`src/rtl/fetch_queue.sv`:
```
// Prefetch queue between instruction memory and IF/ID: owns the fetch PC, buffers fetched
// {instr, pc+4} pairs, flushes on EX redirect. Optional drop counter: FETCH_QUEUE_STATS_EN.
module fetch_queue #(
  parameter int unsigned DEPTH    = 4,
  parameter int unsigned PTR_W    = 2,
  parameter logic [31:0] RESET_PC = 32'h0
) (
  input  logic        Clk,
  input  logic        Reset,
  input  logic        Flush,
  input  logic [31:0] RedirectPC,
  output logic [31:0] IM_Addr,
  input  logic [31:0] IM_Instr,
  output logic [31:0] Out_Instr,
  output logic [31:0] Out_NextAddress,
  output logic        Out_Valid,
  input  logic        Out_Ready
`ifdef FETCH_QUEUE_STATS_EN
  ,
  output logic [15:0] Discarded
`endif
);

  localparam logic [PTR_W:0] CountFull = DEPTH[PTR_W:0];

  logic [31:0]    r_fetch_pc;
  logic [PTR_W-1:0] r_rd_ptr;
  logic [PTR_W-1:0] r_wr_ptr;
  logic [PTR_W:0] r_count;
  logic [63:0]    r_mem [DEPTH];

  logic             w_pop;
  logic             w_push;
  logic             w_full;
  logic [31:0]      w_pc_plus4;
  logic [31:0]      w_fetch_pc_d;
  logic [PTR_W-1:0] w_rd_ptr_d;
  logic [PTR_W-1:0] w_wr_ptr_d;
  logic [PTR_W:0]   w_count_d;
  logic [63:0]      w_head;

  assign w_full     = (r_count == CountFull);
  assign w_pc_plus4 = r_fetch_pc + 32'd4;

  // Flush voids any handshake in its cycle, so neither pop nor push may fire.
  assign w_pop  = Out_Valid & Out_Ready & ~Flush;
  assign w_push = ~Flush & (~w_full | w_pop);

  always_comb begin
    w_fetch_pc_d = r_fetch_pc;
    w_rd_ptr_d   = r_rd_ptr;
    w_wr_ptr_d   = r_wr_ptr;
    w_count_d    = r_count;
    if (Flush) begin
      w_fetch_pc_d = RedirectPC;
      w_rd_ptr_d   = '0;
      w_wr_ptr_d   = '0;
      w_count_d    = '0;
    end else begin
      if (w_push) begin
        w_fetch_pc_d = w_pc_plus4;
        w_wr_ptr_d   = r_wr_ptr + PTR_W'(1);
      end
      if (w_pop) begin
        w_rd_ptr_d = r_rd_ptr + PTR_W'(1);
      end
      unique case ({w_push, w_pop})
        2'b10:   w_count_d = r_count + (PTR_W + 1)'(1);
        2'b01:   w_count_d = r_count - (PTR_W + 1)'(1);
        default: w_count_d = r_count;
      endcase
    end
  end

  always_ff @(posedge Clk) begin
    if (Reset) begin
      r_fetch_pc <= RESET_PC;
      r_rd_ptr   <= '0;
      r_wr_ptr   <= '0;
      r_count    <= '0;
    end else begin
      r_fetch_pc <= w_fetch_pc_d;
      r_rd_ptr   <= w_rd_ptr_d;
      r_wr_ptr   <= w_wr_ptr_d;
      r_count    <= w_count_d;
    end
  end

  // Storage needs no reset: reads are masked while the queue is empty.
  always_ff @(posedge Clk) begin
    if (!Reset && w_push) begin
      r_mem[r_wr_ptr] <= {IM_Instr, w_pc_plus4};
    end
  end

  assign w_head          = r_mem[r_rd_ptr];
  assign IM_Addr         = r_fetch_pc;
  assign Out_Valid       = (r_count != '0);
  assign Out_Instr       = Out_Valid ? w_head[63:32] : 32'h0;
  assign Out_NextAddress = Out_Valid ? w_head[31:0]  : 32'h0;

`ifdef FETCH_QUEUE_STATS_EN
  logic [15:0] r_discarded;
  logic [16:0] w_disc_sum;
  logic [15:0] w_discarded_d;

  assign w_disc_sum = {1'b0, r_discarded} + {{(16 - PTR_W){1'b0}}, r_count};

  always_comb begin
    w_discarded_d = r_discarded;
    if (Flush) begin
      w_discarded_d = w_disc_sum[16] ? 16'hFFFF : w_disc_sum[15:0];
    end
  end

  always_ff @(posedge Clk) begin
    if (Reset) begin
      r_discarded <= '0;
    end else begin
      r_discarded <= w_discarded_d;
    end
  end

  assign Discarded = r_discarded;
`endif

endmodule

```
`config.mk`:
```
export PLATFORM = sky130hd
export DESIGN_NAME = fetch_queue
export DESIGN_NICKNAME = d
export VERILOG_FILES = /design/src/rtl/fetch_queue.sv
export SDC_FILE = /design/constraint.sdc
export NUM_CORES = 1
export LEC_CHECK = 0
export ABC_AREA = 1
export ABC_CLOCK_PERIOD_IN_PS = 8800
export CAP_MARGIN = 20
export CORE_MARGIN = 8
export CORE_UTILIZATION = 60
export DETAILED_ROUTE_END_ITERATION = 8
export HOLD_SLACK_MARGIN = 0.15
export PLACE_DENSITY = 0.9
export RECOVER_POWER = 25
export SLEW_MARGIN = 10
export SYNTH_ARGS = -nofsm -noshare
export SYNTH_HDL_FRONTEND = slang
export SYNTH_SLANG_ARGS = --single-unit
```
`constraint.sdc`:
```
create_clock -name Clk -period 8.8 [get_ports Clk]
set_clock_uncertainty 0.15 [all_clocks]
set_input_delay 1.32 -clock Clk [delete_from_list [all_inputs] [get_ports Clk]]
set_output_delay 1.32 -clock Clk [all_outputs]
set_load 0.01 [all_outputs]
```
=== After elaboration in Yosys (flattened, before gate mapping) ===
Memories as Yosys holds them, arrays and structs flattened. A register that Yosys moved wholly into a read port is not among the register bits.
Index checks and enable logic that the tools add are counted.

* Bitwise logic cells: 6
* Equal/unequal tests: 3
* Reduce and logical (&&, ||, !) cells: 6
* Add/subtract/negate cells: 5
* Magnitude comparators: 0
* Divide/modulo/power cells: 0
* Multiply operators: 0
* Shift operators: 0
* Mux-type cells: 9

{| class="wikitable"
|+ Operator list
! kind !! count
|-
| 2-to-1 mux 32 bit || 4
|-
| adder 32 x 3 -> 32 bit, second input constant || 1
|-
| one-hot mux 3 bit (2 select lines) || 1
|-
| adder 2 x 1 -> 2 bit, second input constant || 2
|-
| 2-to-1 mux 2 bit || 2
|-
| nonzero test 2 bit || 2
|-
| adder 3 x 1 -> 3 bit, second input constant || 1
|-
| AND 1 bit || 3
|-
| == test 3 bit, second input constant || 1
|-
| nonzero test 3 bit || 1
|-
| subtractor 3 x 1 -> 3 bit, second input constant || 1
|-
| == test 2 x 1 -> 1 bit, second input constant || 1
|-
| == test 2 bit, second input constant || 1
|-
| 2-to-1 mux 1 bit || 2
|-
| inverter 1 bit || 2
|-
| OR reduction 2 bit || 1
|-
| logical AND 1 bit || 1
|-
| logical NOT 1 bit || 1
|-
| bitwise OR 1 bit || 1
|}

* RAM bits: 256
* Output and inout bits: 97
* Latch bits: 0
* Word-level logic and storage cells: 34
* Memories kept: 1
* Memory bits (read-only): 0
* Input bits: 68
* Bits in registers: 39

{| class="wikitable"
|+ Memory list
! memory !! words !! width !! rd ports !! clocked after Yosys merged registers in !! write ports !! RTL line !! RTL
|-
| r_mem || 4 || 64 || 1 || 1 || 1 || 30 || <nowiki>logic [63:0] r_mem [DEPTH];</nowiki>
|}

=== Longest topological paths before layout ===
* Word-level depth: 8
* Depth in mapped cells: 10
* Gate-level depth less buffers: 10

=== Least setup slack after synthesis ===
No wires, ideal clock.

* Path kind: input to register
* Start point: input port Flush
* End point: memory r_mem[0][0], enable pin
* Data required time: 8.164 ns
* Stages on the path: 4
* Arrival time: 4.574 ns
* Path slack: 3.589 ns
* Buffers on the path: 1
* Library setup time: 0.486 ns
* Cells stage by stage: buf_2 -> a31oi_4 -> nand2_4 -> nor2_1

* Longest elaborated chain between the ends: 7

{| class="wikitable"
|+ RTL lines
! element !! RTL line !! RTL
|-
| start, declared || 10 || <nowiki>input logic Flush,</nowiki>
|-
| inverter 1 bit (*) || 46, 47 ||
|-
| AND 1 bit || 46 || <nowiki>assign w_pop = Out_Valid & Out_Ready & ~Flush;</nowiki>
|-
| bitwise OR 1 bit || 47 || <nowiki>assign w_push = ~Flush & (~w_full | w_pop);</nowiki>
|-
| AND 1 bit (*) || 47 ||
|-
| logical AND 1 bit (*) || 91 || <nowiki>if (!Reset && w_push) begin</nowiki>
|-
| 2-to-1 mux 1 bit (*) || 91 ||
|-
| 2-to-1 mux 1 bit (implied by the code) (*) || 92 || <nowiki>r_mem[r_wr_ptr] <= {IM_Instr, w_pc_plus4};</nowiki>
|-
| end, declared || 30 ||
|}

Every way passes the cells marked *; elsewhere a longest branch is shown, timed or not.

==> reports/metrics.cfg <==
[cells_and_area]
fillers = 1377
fin_nets = 1424
most-common-layout-cells = nor2_1 (300), edfxtp_1 (256), nand2_1 (158)
mostFrequentLayoutCell = nor2_1
insertedDiodeCount = 0
area_growth_pct = 22.0
drive_gt1_share_pct = 6.13

[clock_tree]
clk_pin_slew_ns = 0.06
clock-root-buffer = clkbuf_16
clock_latency_ns = 0.53
cts_repair_resize_count = 0
h-tree-depth = 1
clock_sinks = 297
cts.path.max_buffers = 3
numCtsBuffers = 28
hold_buffers = 0
cts_tree = built
cts_setup_buffers = 0

[route]
vias_per_cell = 5.59
drt-initial-drc-count = 783
drt_wl_total_um = 30200
via_count = 9200
wl_per_cell_um = 18.4
dr.pass1.iters = 5
drc_errors = 0
detail-route-antenna-nets = 0

[timing]
maxSlewHeadroom_pct = 36.1
setup_viol = 0
hold_viol_final = 0
worst_pin_slew_ns = 0.958
rsz0062_at_grt = no
fmax_mhz = 217
min_period_ns = 4.61
min_period_over_period_pct = 52.4
final.setup.worst_slack_ns = 4.19
hold_slack_ns = 0.339
slew_violations = 0
tns_ns = 0

[yosys]
synth_cell_type_count = 33
synthesis.nets = 1279
synthSimpleGateAreaFrac_pct = 17.1
synthXorXnorAreaFrac_pct = 0.752
yosysWarningCount = 0
synth_area_per_cell_um2 = 10.5
synth-compound-area-share_pct = 10.4
ys_ff_latch = 297
synth_area_mm2 = 0.0126
synth_top_family_by_area = simple AND/OR/NAND/NOR gates
ys_seq_area_share_pct = 67.3
synth_adder_area_share_pct = 0.693
synth_cells = 1204
synthMuxAreaShare_pct = 0

[critical_path]
crit_type = reg -> out
end_kind = primary output
cpMostUsedCell = buf_4
crit_path_max_incr_delay_ns = 0.62
worstSetupStartpointType = register
cp_cell_sequence = buf_4 > inv_2 > buf_4 > nor2_1 > o21ai_0 > a21oi_1 > clkdlybuf4s50_1
worstPathArrival_ns = 3.14
critPathRequiredTime_ns = 7.33
critPathMaxFanout = 65
crit_path_top_delay_cell = clkdlybuf4s50_1
reg2reg_depth = 6

[power_and_ir_drop]
leakagePower_nw = 5.44
p_sw_w = 0.000622
p_int_w = 0.00240
vdd_drop_max_uv = 151
power_frac_comb_pct = 6.9
clkPwrFrac_pct = 40.7
sequentialPowerShare_pct = 52.4
powerDensity_mw_per_mm2 = 196
sw_frac_of_total_pct = 20.6

[die]
die_h_um = 161
die_width_um = 161
ios = 165
core_mm2 = 0.0208
rows = 53
start_util_pct = 60.7
dieArea_mm2 = 0.0260

[job]
drv_cap = 0

[global_route]
antenna_found_initial = 0
grt_pass1_wl_um = 47200
grt_overflow_total = 0
grt_max_degree = 115
grt_usage_pct = 22.5
grt_pass1_vias = 9173

[placed_design]
dp_hpwl_um = 18400
place.port_buffers = 164
gp_congestion = 0.865
post-place-ws_ns = 4.36

[min_path]
hold_depth = 2
hold_path_class = reg -> reg

[status]
status = finished, final reports clean

==> path summary, 6_finish.rpt <==
check	start	end	slack [ns]
max	register	Out_NextAddress[16]	4.19
min	r_count[0]	r_count[0]	0.34
max reg2reg	r_count[0]	r_mem[1][62]	5.88
min reg2reg	r_count[0]	r_count[0]	0.34
==> power by group through the flow <==
stage | Combinational, W | Sequential [W] | Clock, W
global placement | 0.000205 | 0.00161 | 0
floorplan | 0.0000927 | 0.00161 | 0
finish | 0.000209 | 0.00158 | 0.00123
CTS | 0.000213 | 0.00158 | 0.00124
detailed placement | 0.000211 | 0.00161 | 0
global route | 0.000228 | 0.00158 | 0.00130
==> critical path, delay by kind of cell (launching register included) <==
kind / cells / cell delay [ns]
compound gates: 2 / 0.42
buf+inv: 4 / 1.67
flops: 1 / 0.31
simple gates: 1 / 0.18
==> state kept, by name (all words and copies together) (netlist names), named ones only <==
| signal | count |
|---|---|
| IM_Addr | 32 |
| r_count | 3 |
| r_mem | 256 |
| r_rd_ptr | 2 |
| r_wr_ptr | 2 |
==> synthesized netlist by cell type <==
master    number  area (um^2)
o22ai_1        2         12.5
a31oi_4        1         21.3
a21oi_1       77          385
edfxtp_1     256         7690
nor2_1       302         1130
o21ai_0      144          721
ha_1           7         87.6
buf_2         19         95.1
nand3_1       27          135
inv_2          7         26.3
nand4_2        1         12.5
o21ai_1        5         25.0
o21ai_2        1         8.76
nor2_4         6         67.6
inv_1         48          180
nand4_1        3         18.8
nand2_2        2         12.5
xnor2_1        2         17.5
a31oi_1        5         31.3
clkbuf_1      26         97.6
and2_1        13         81.3
buf_4          4         30.0
nand3_2        4         40.0
nand2_4        3         33.8
xor2_1         7         61.3
nor2_2         7         43.8
a22oi_1       12         90.1
xnor2_2        1         16.3
nand2_1      157          589
dfxtp_1       41          821
clkinv_1       1         3.75
o21bai_1       2         15.0
buf_1         11         41.3
==> stage by stage <==
stage	power (W)	area (um^2)	utilization, %	cells
after floorplan	0.00170	12600	-	1204
after global placement	0.00182	14500	69.5	1593
after detailed placement	0.00182	14500	69.5	1593
after CTS	0.00303	15400	74.1	1645
after global routing	0.00311	15400	74.1	1646
final	0.00302	15400	74.1	1646
==> area by class of cell <==
class	count	area (um^2)	area share (%)
multi-input cells	791	3660	23.7
clock buffers	39	793	5.14
flip-flops and latches	297	8510	55.2
clock inverters	13	161	1.05
inverters	56	211	1.37
well taps	275	344	2.23
repair buffers	175	1740	11.3
==> cells by family after synthesis <==
logic type / after synthesis
AOI/OAI and AO/OA: 249
DFF: 297
adders and majority gates: 7
buffers and inverters: 116
xor gates and xnor gates: 10
and+or+nand+nor: 525
==> per-layer routing <==
| layer | vias to the layer above | part of all wire [%] | GRT usage, % |
|---|---|---|---|
| met5 | - | 0 | 0 |
| met4 | 0 | 1.4 | 5.26 |
| met3 | 33 | 8.2 | 4.33 |
| met2 | 411 | 50 | 39.1 |
| met1 | 4355 | 40 | 28.6 |
| li1 | 4401 | - | - |
Power figures use the tool's default switching activity.
